$ cat src/rtl/serial_mag_compare.sv
// Serial magnitude comparator controller: walks two latched operands MSB-first,
// one 2-bit digit pair per cycle, through an external combinational comparator slice.
module serial_mag_compare #(
    parameter int WIDTH = 8
) (
    input  logic             clk,
    input  logic             rst,
    input  logic             start,
    input  logic [WIDTH-1:0] a,
    input  logic [WIDTH-1:0] b,
    output logic [1:0]       dig_a,
    output logic [1:0]       dig_b,
    input  logic             cmp_L,
    input  logic             cmp_E,
    input  logic             cmp_G,
    output logic             busy,
    output logic             done,
    output logic             lt,
    output logic             eq,
    output logic             gt,
    output logic             err
);

    localparam int NDIG = WIDTH / 2;
    localparam int IDXW = (NDIG > 1) ? $clog2(NDIG) : 1;
    localparam logic [IDXW-1:0] IDX_LAST = IDXW'(NDIG - 1);

    typedef enum logic [1:0] {
        S_IDLE,
        S_RUN,
        S_DONE
    } state_t;

    state_t           state_q, state_d;
    logic [IDXW-1:0]  idx_q, idx_d;
    logic [WIDTH-1:0] a_q, a_d;
    logic [WIDTH-1:0] b_q, b_d;
    logic             lt_q, lt_d;
    logic             eq_q, eq_d;
    logic             gt_q, gt_d;
    logic             err_q, err_d;
    logic [WIDTH-1:0] a_sh, b_sh;

    // NOTE: the operand registers are reset too, so dig_a/dig_b are defined from the first cycle.
    always_ff @(posedge clk or posedge rst) begin
        if (rst) begin
            state_q <= S_IDLE;
            idx_q   <= IDX_LAST;
            a_q     <= '0;
            b_q     <= '0;
            lt_q    <= 1'b0;
            eq_q    <= 1'b0;
            gt_q    <= 1'b0;
            err_q   <= 1'b0;
        end else begin
            // NOTE: non-blocking so every register updates from pre-edge values.
            state_q <= state_d;
            idx_q   <= idx_d;
            a_q     <= a_d;
            b_q     <= b_d;
            lt_q    <= lt_d;
            eq_q    <= eq_d;
            gt_q    <= gt_d;
            err_q   <= err_d;
        end
    end

    always_comb begin
        // NOTE: every target gets a hold default first, so no path can infer a latch.
        state_d = state_q;
        idx_d   = idx_q;
        a_d     = a_q;
        b_d     = b_q;
        lt_d    = lt_q;
        eq_d    = eq_q;
        gt_d    = gt_q;
        err_d   = err_q;

        case (state_q)
            S_IDLE, S_DONE: begin
                if (start) begin
                    a_d     = a;
                    b_d     = b;
                    idx_d   = IDX_LAST;
                    lt_d    = 1'b0;
                    eq_d    = 1'b0;
                    gt_d    = 1'b0;
                    err_d   = 1'b0;
                    state_d = S_RUN;
                end else begin
                    state_d = S_IDLE;
                end
            end
            S_RUN: begin
                unique case ({cmp_L, cmp_E, cmp_G})
                    3'b100: begin
                        lt_d    = 1'b1;
                        state_d = S_DONE;
                    end
                    3'b001: begin
                        gt_d    = 1'b1;
                        state_d = S_DONE;
                    end
                    3'b010: begin
                        // Equal digits: descend until the LSB pair, never wrapping idx.
                        if (idx_q == '0) begin
                            eq_d    = 1'b1;
                            state_d = S_DONE;
                        end else begin
                            idx_d = idx_q - 1'b1;
                        end
                    end
                    default: begin
                        err_d   = 1'b1;
                        state_d = S_DONE;
                    end
                endcase
            end
            default: state_d = S_IDLE;
        endcase
    end

    assign a_sh  = a_q >> {idx_q, 1'b0};
    assign b_sh  = b_q >> {idx_q, 1'b0};

    assign busy  = (state_q == S_RUN);
    assign done  = (state_q == S_DONE);
    assign dig_a = busy ? a_sh[1:0] : 2'b00;
    assign dig_b = busy ? b_sh[1:0] : 2'b00;
    assign lt    = lt_q;
    assign eq    = eq_q;
    assign gt    = gt_q;
    assign err   = err_q;

endmodule

$ cat config.mk
export PLATFORM = sky130hd
export DESIGN_NAME = serial_mag_compare
export DESIGN_NICKNAME = d
export VERILOG_FILES = /design/src/rtl/serial_mag_compare.sv
export SDC_FILE = /design/constraint.sdc
export NUM_CORES = 1
export LEC_CHECK = 0
export BUFFER_PORTS_ARGS = -buffer_cell sky130_fd_sc_hd__buf_4
export CORE_MARGIN = 2
export CORE_UTILIZATION = 40
export DETAILED_ROUTE_END_ITERATION = 10
export SLEW_MARGIN = 5
export SYNTH_ARGS = -nofsm -noshare
export SYNTH_HDL_FRONTEND = slang
export SYNTH_SLANG_ARGS = --single-unit
$ cat constraint.sdc
create_clock -name clk -period 3.3 [get_ports clk]
set_clock_uncertainty 0.2 [all_clocks]
set_input_delay 0.825 -clock clk [delete_from_list [all_inputs] [get_ports clk]]
set_output_delay 0.825 -clock clk [all_outputs]
set_load 0.01 [all_outputs]
# Word level (Yosys, flattened, before mapping)
# Cells that the tools add are included.
# classes
muxes	20
addsub	1
shifts	2
eq_ne	13
n_reduce_logical	11
# op_table
operator	count
8-bit by 3-bit >> shifter with 2-bit output	2
2-bit two-way mux	7
3-bit AND reduction	3
2-bit by 1-bit != test with 1-bit output (second input constant)	4
1-bit case mux with 2 select lines	4
2-bit case mux with 2 select lines	2
4-bit AND reduction	2
1-bit two-way mux	7
2-bit != test (second input constant)	3
2-bit zero test	2
3-bit by 1-bit == test with 1-bit output (second input constant)	1
3-bit by 2-bit == test with 1-bit output (second input constant)	1
3-bit == test (second input constant)	1
3-bit != test (second input constant)	1
3-bit OR reduction	1
2-bit by 1-bit == test with 1-bit output (second input constant)	1
2-bit == test (second input constant)	1
2-bit AND reduction	1
2-bit nonzero test	1
2-bit OR reduction	1
2-bit by 1-bit subtractor with 2-bit output (second input constant)	1
# totals
register_bits	24
in_bits	22

# Depth between registers and ports, before layout
# depth
depth_word	4
mapped_depth	6

# Worst setup path after synthesis
# OpenSTA, ideal clock, no wires.
# synth_timing
path_type	reg2out
from	reg idx_q[0]
to	out dig_a[0]
stages_incl_launch_ff	4
slack_ps	991
arrival_ps	1284
n_path_buf	1
t_required_ps	2275
cell_sequence	dfstp_2 buf_6 mux4_2 and2_1
# synth_between
elab_chain_len	2
# synth_rtl
element	line	text
from (decl)	35	logic [IDXW-1:0] idx_q, idx_d;
from (signal assigned)	58	idx_q <= idx_d;
8-bit by 3-bit >> shifter with 2-bit output	123	assign a_sh = a_q >> {idx_q, 1'b0};
2-bit two-way mux	128	assign dig_a = busy ? a_sh[1:0] : 2'b00;
to (decl)	11	output logic [1:0] dig_a,
# Every way passes these cells.

# Worst setup path in the final report
# layout_timing
from	reg idx_q[1]
to	out dig_b[0]
# layout_between
elab_chain_len	2
# layout_rtl
element	line	text
8-bit by 3-bit >> shifter with 2-bit output	124	assign b_sh = b_q >> {idx_q, 1'b0};
2-bit two-way mux	129	assign dig_b = busy ? b_sh[1:0] : 2'b00;
to (decl)	12	output logic [1:0] dig_b,
# Every way passes these cells.

==> results.sh <==
export IMPL_grt_pass1_vias=843
export IMPL_hpwlAfterDp_um=1510
export IMPL_portBuffers=31
export IMPL_status="complete, no violations"
export IMPL_regArea_um2=603
export IMPL_track_usage=0.148
export IMPL_grt_first_pass_wirelength_um=3680
export IMPL_crit_buf_inv=1
export IMPL_yosys_warnings=0
export IMPL_num_rows=19
export IMPL_die_h_um=56.8
export IMPL_syn_avg_cell_area_um2=9.85
export IMPL_fmax_ghz=0.354
export IMPL_n_antenna_cell=0
export IMPL_multiInputGateArea_um2=462
export IMPL_rsz0062_at_grt="false"
export IMPL_internal_power_w=0.000470
export IMPL_fill_cells=268
export IMPL_period_minus_slack_ns=2.83
export IMPL_grt_max_degree=25
export IMPL_nets=168
export IMPL_fp_dieW_um=56.8
export IMPL_p_comb_frac=0.204
export IMPL_cap_viol_max_count=0
export IMPL_cp_slowest_cell="dfstp_2"
export IMPL_start_kind="flip-flop"
export IMPL_syn2layout_area_growth_pct=25.6
export IMPL_avgViaCountPerCell=4.96
export IMPL_drt_first_iter_violations=12
export IMPL_layout_drive_gt1_share=0.292
export IMPL_cts_root_buffer="clkbuf_4"
export IMPL_clk_pin_slew_worst_paths_ns=0.13
export IMPL_core_area_um2=2710
export IMPL_switching_share=0.264
export IMPL_peakVddDrop_uv=290
export IMPL_clkPwrFrac=0.242
export IMPL_wl_per_cell_um=12.3
export IMPL_slew_viol_final=0
export IMPL_slew_headroom=0.382
export IMPL_path_delay_family="flip-flops"
export IMPL_fin_crit_sh=0.856
export IMPL_antenna_found_initial=0
export IMPL_synth_seq_cells=24
export IMPL_ctsResizeCount=0
export IMPL_synth_distinct_cells=22
export IMPL_crit_required_ns=2.27
export IMPL_gp_congestion=0.738
export IMPL_fin_ws_ns=0.474
export IMPL_arrival_ns=1.80
export IMPL_ioPinCount=32
export IMPL_cp_end_kind="output pin"
export IMPL_tns_ns=0
export IMPL_power_leakage_nw=0.776
export IMPL_holdBufCountCts=0
export IMPL_crit_type="reg -> out"
export IMPL_overflow=0
export IMPL_postCtsSetupRepairBufs=0
export IMPL_cts_sinks=24
export IMPL_drc=0
export IMPL_via_count=868
export IMPL_htreeDepth=1
export IMPL_p_sw_w=0.000169
export IMPL_die_area_um2=3220
export IMPL_drt_first_pass_iters=4
export IMPL_totalWireLength_um=2150
export IMPL_cts_made_buffers=3
export IMPL_netlist_instances=113
export IMPL_path_max_fanout=6
export IMPL_netlist_area_um2=1110
export IMPL_worst_pin_slew_ns=0.926
export IMPL_hold_violations=0
export IMPL_synth_nets=136
export IMPL_cts_tree="built"
export IMPL_dpl_worst_slack_ns=0.837
export IMPL_hp_class="reg -> reg"
export IMPL_pwr_share_seq=0.554
export IMPL_cp_slowest_stage_delay_ns=0.63
export IMPL_crit_path_cell_trace="mux4_1 > and2_1 > buf_4"
export IMPL_setup_viol_count_final=0
export IMPL_power_density_nw_per_um2=456
export IMPL_clockBufferDepth=2
export IMPL_ys_seq_area_frac=0.542
export IMPL_clk_latency_ns=0.32
export IMPL_initial_utilization=0.411
export IMPL_ant_nets=0
[tightest hold or removal path: cells and delay by family (launching register included)]
family	cells	cell delay [ns]
flip-flops	1	0.36
AND/OR/NAND/NOR	2	0.10
[final timing paths]
| kind | depth (start not counted) | from | slack [ns] | end |
|---|---|---|---|---|
| worst max-delay path | 3 | idx_q[1] | 0.47 | dig_b[0] |
| worst max register to register | 5 | idx_q[0] | 1.45 | idx_q[1] |
| min in group asynchronous | 2 | rst | 0.50 | eq |
| worst min-delay path | 2 | b_q[2] | 0.29 | b_q[2] |
| max in group asynchronous | 2 | rst | 1.83 | state_q[0] |
| worst min register to register | 2 | b_q[2] | 0.29 | b_q[2] |
[Yosys cell counts (all sizes together)]
| cell type | number | area, um2 |
|---|---|---|
| and2 | 4 | 25.0 |
| nor2b | 2 | 12.5 |
| clkbuf | 1 | 3.75 |
| mux2i | 2 | 20.0 |
| a32o | 2 | 20.0 |
| buf | 4 | 26.3 |
| xor2 | 1 | 8.76 |
| mux4 | 4 | 93.8 |
| ha | 1 | 12.5 |
| nand2b | 2 | 12.5 |
| nand2 | 51 | 191 |
| inv | 5 | 18.8 |
| nor3b | 1 | 7.51 |
| nor2 | 4 | 15.0 |
| nor4b | 1 | 15.0 |
| dfrtp | 22 | 551 |
| o21ai | 2 | 10.0 |
| a22o | 1 | 8.76 |
| o41ai | 1 | 8.76 |
| dfstp | 2 | 52.6 |
[cells by family (layout without fill, tap and decap cells)]
family                   after synthesis  count (layout)  synth area share
AND/OR/NAND/NOR                       65              65             0.251
flip-flops                            24              24             0.542
adder cells (fa/ha/maj)                1               1            0.0112
multiplexers                           6               6             0.102
AO/OA/AOI/OAI                          6               6            0.0427
XOR/XNOR                               1               1           0.00787
buffers and inverters                 10              41            0.0438
[power by group through the flow]
stage / Sequential (W) / Combinational, W / Clock (W)
after floorplan: 0.000353 / 0.0000829 / 0
after global placement: 0.000359 / 0.000130 / 0
after detailed placement: 0.000360 / 0.000133 / 0
after CTS: 0.000354 / 0.000133 / 0.000161
after global routing: 0.000359 / 0.000147 / 0.000173
final: 0.000354 / 0.000130 / 0.000154
[state kept, by name, summed over array words and instances, names as in the netlist]
signal,count
lt,1
err,1
b_q,8
state_q,2
gt,1
idx_q,2
a_q,8
eq,1
[through the flow]
step | power, W | cell area [um2] | std cells | utilization | hold WS, ns
after detailed placement | 0.000493 | 1360 | 171 | 0.503 | 0.263
after global placement | 0.000489 | 1360 | 171 | 0.503 | 0.254
final | 0.000638 | 1400 | 175 | 0.516 | 0.286
after floorplan | 0.000436 | 1110 | 113 | - | 0.237
after CTS | 0.000649 | 1400 | 175 | 0.516 | 0.295
after global routing | 0.000679 | 1400 | 175 | 0.516 | 0.320
[layer usage]
layer / part of all wire / vias up / track usage
met1: 0.41 / 413 / 0.180
li1: - / 424 / -
met5: 0 / - / 0
met2: 0.52 / 26 / 0.254
met4: 0.018 / 0 / 0.0698
met3: 0.049 / 5 / 0.0230
[layout by cell type (no fill, tap or decap), types with 2 or more instances in the layout]
| cell type | count |
|---|---|
| a32o_1 | 2 |
| dfstp_2 | 2 |
| nand2b_1 | 2 |
| inv_1 | 5 |
| nand2_1 | 51 |
| dfrtp_1 | 22 |
| buf_4 | 32 |
| nor2_1 | 4 |
| clkbuf_4 | 3 |
| mux4_2 | 3 |
| mux2i_1 | 2 |
| o21ai_0 | 2 |
| nor2b_1 | 2 |
| and2_1 | 4 |
[cell type report]
class                      instances  share of cell area
tap                               31              0.0277
multi-input combinational         79               0.330
clock buffer                       4              0.0259
timing repair buffer              32               0.172
sequential                        24               0.431
inverter                           5              0.0134
Power figures use the tool's default switching activity.
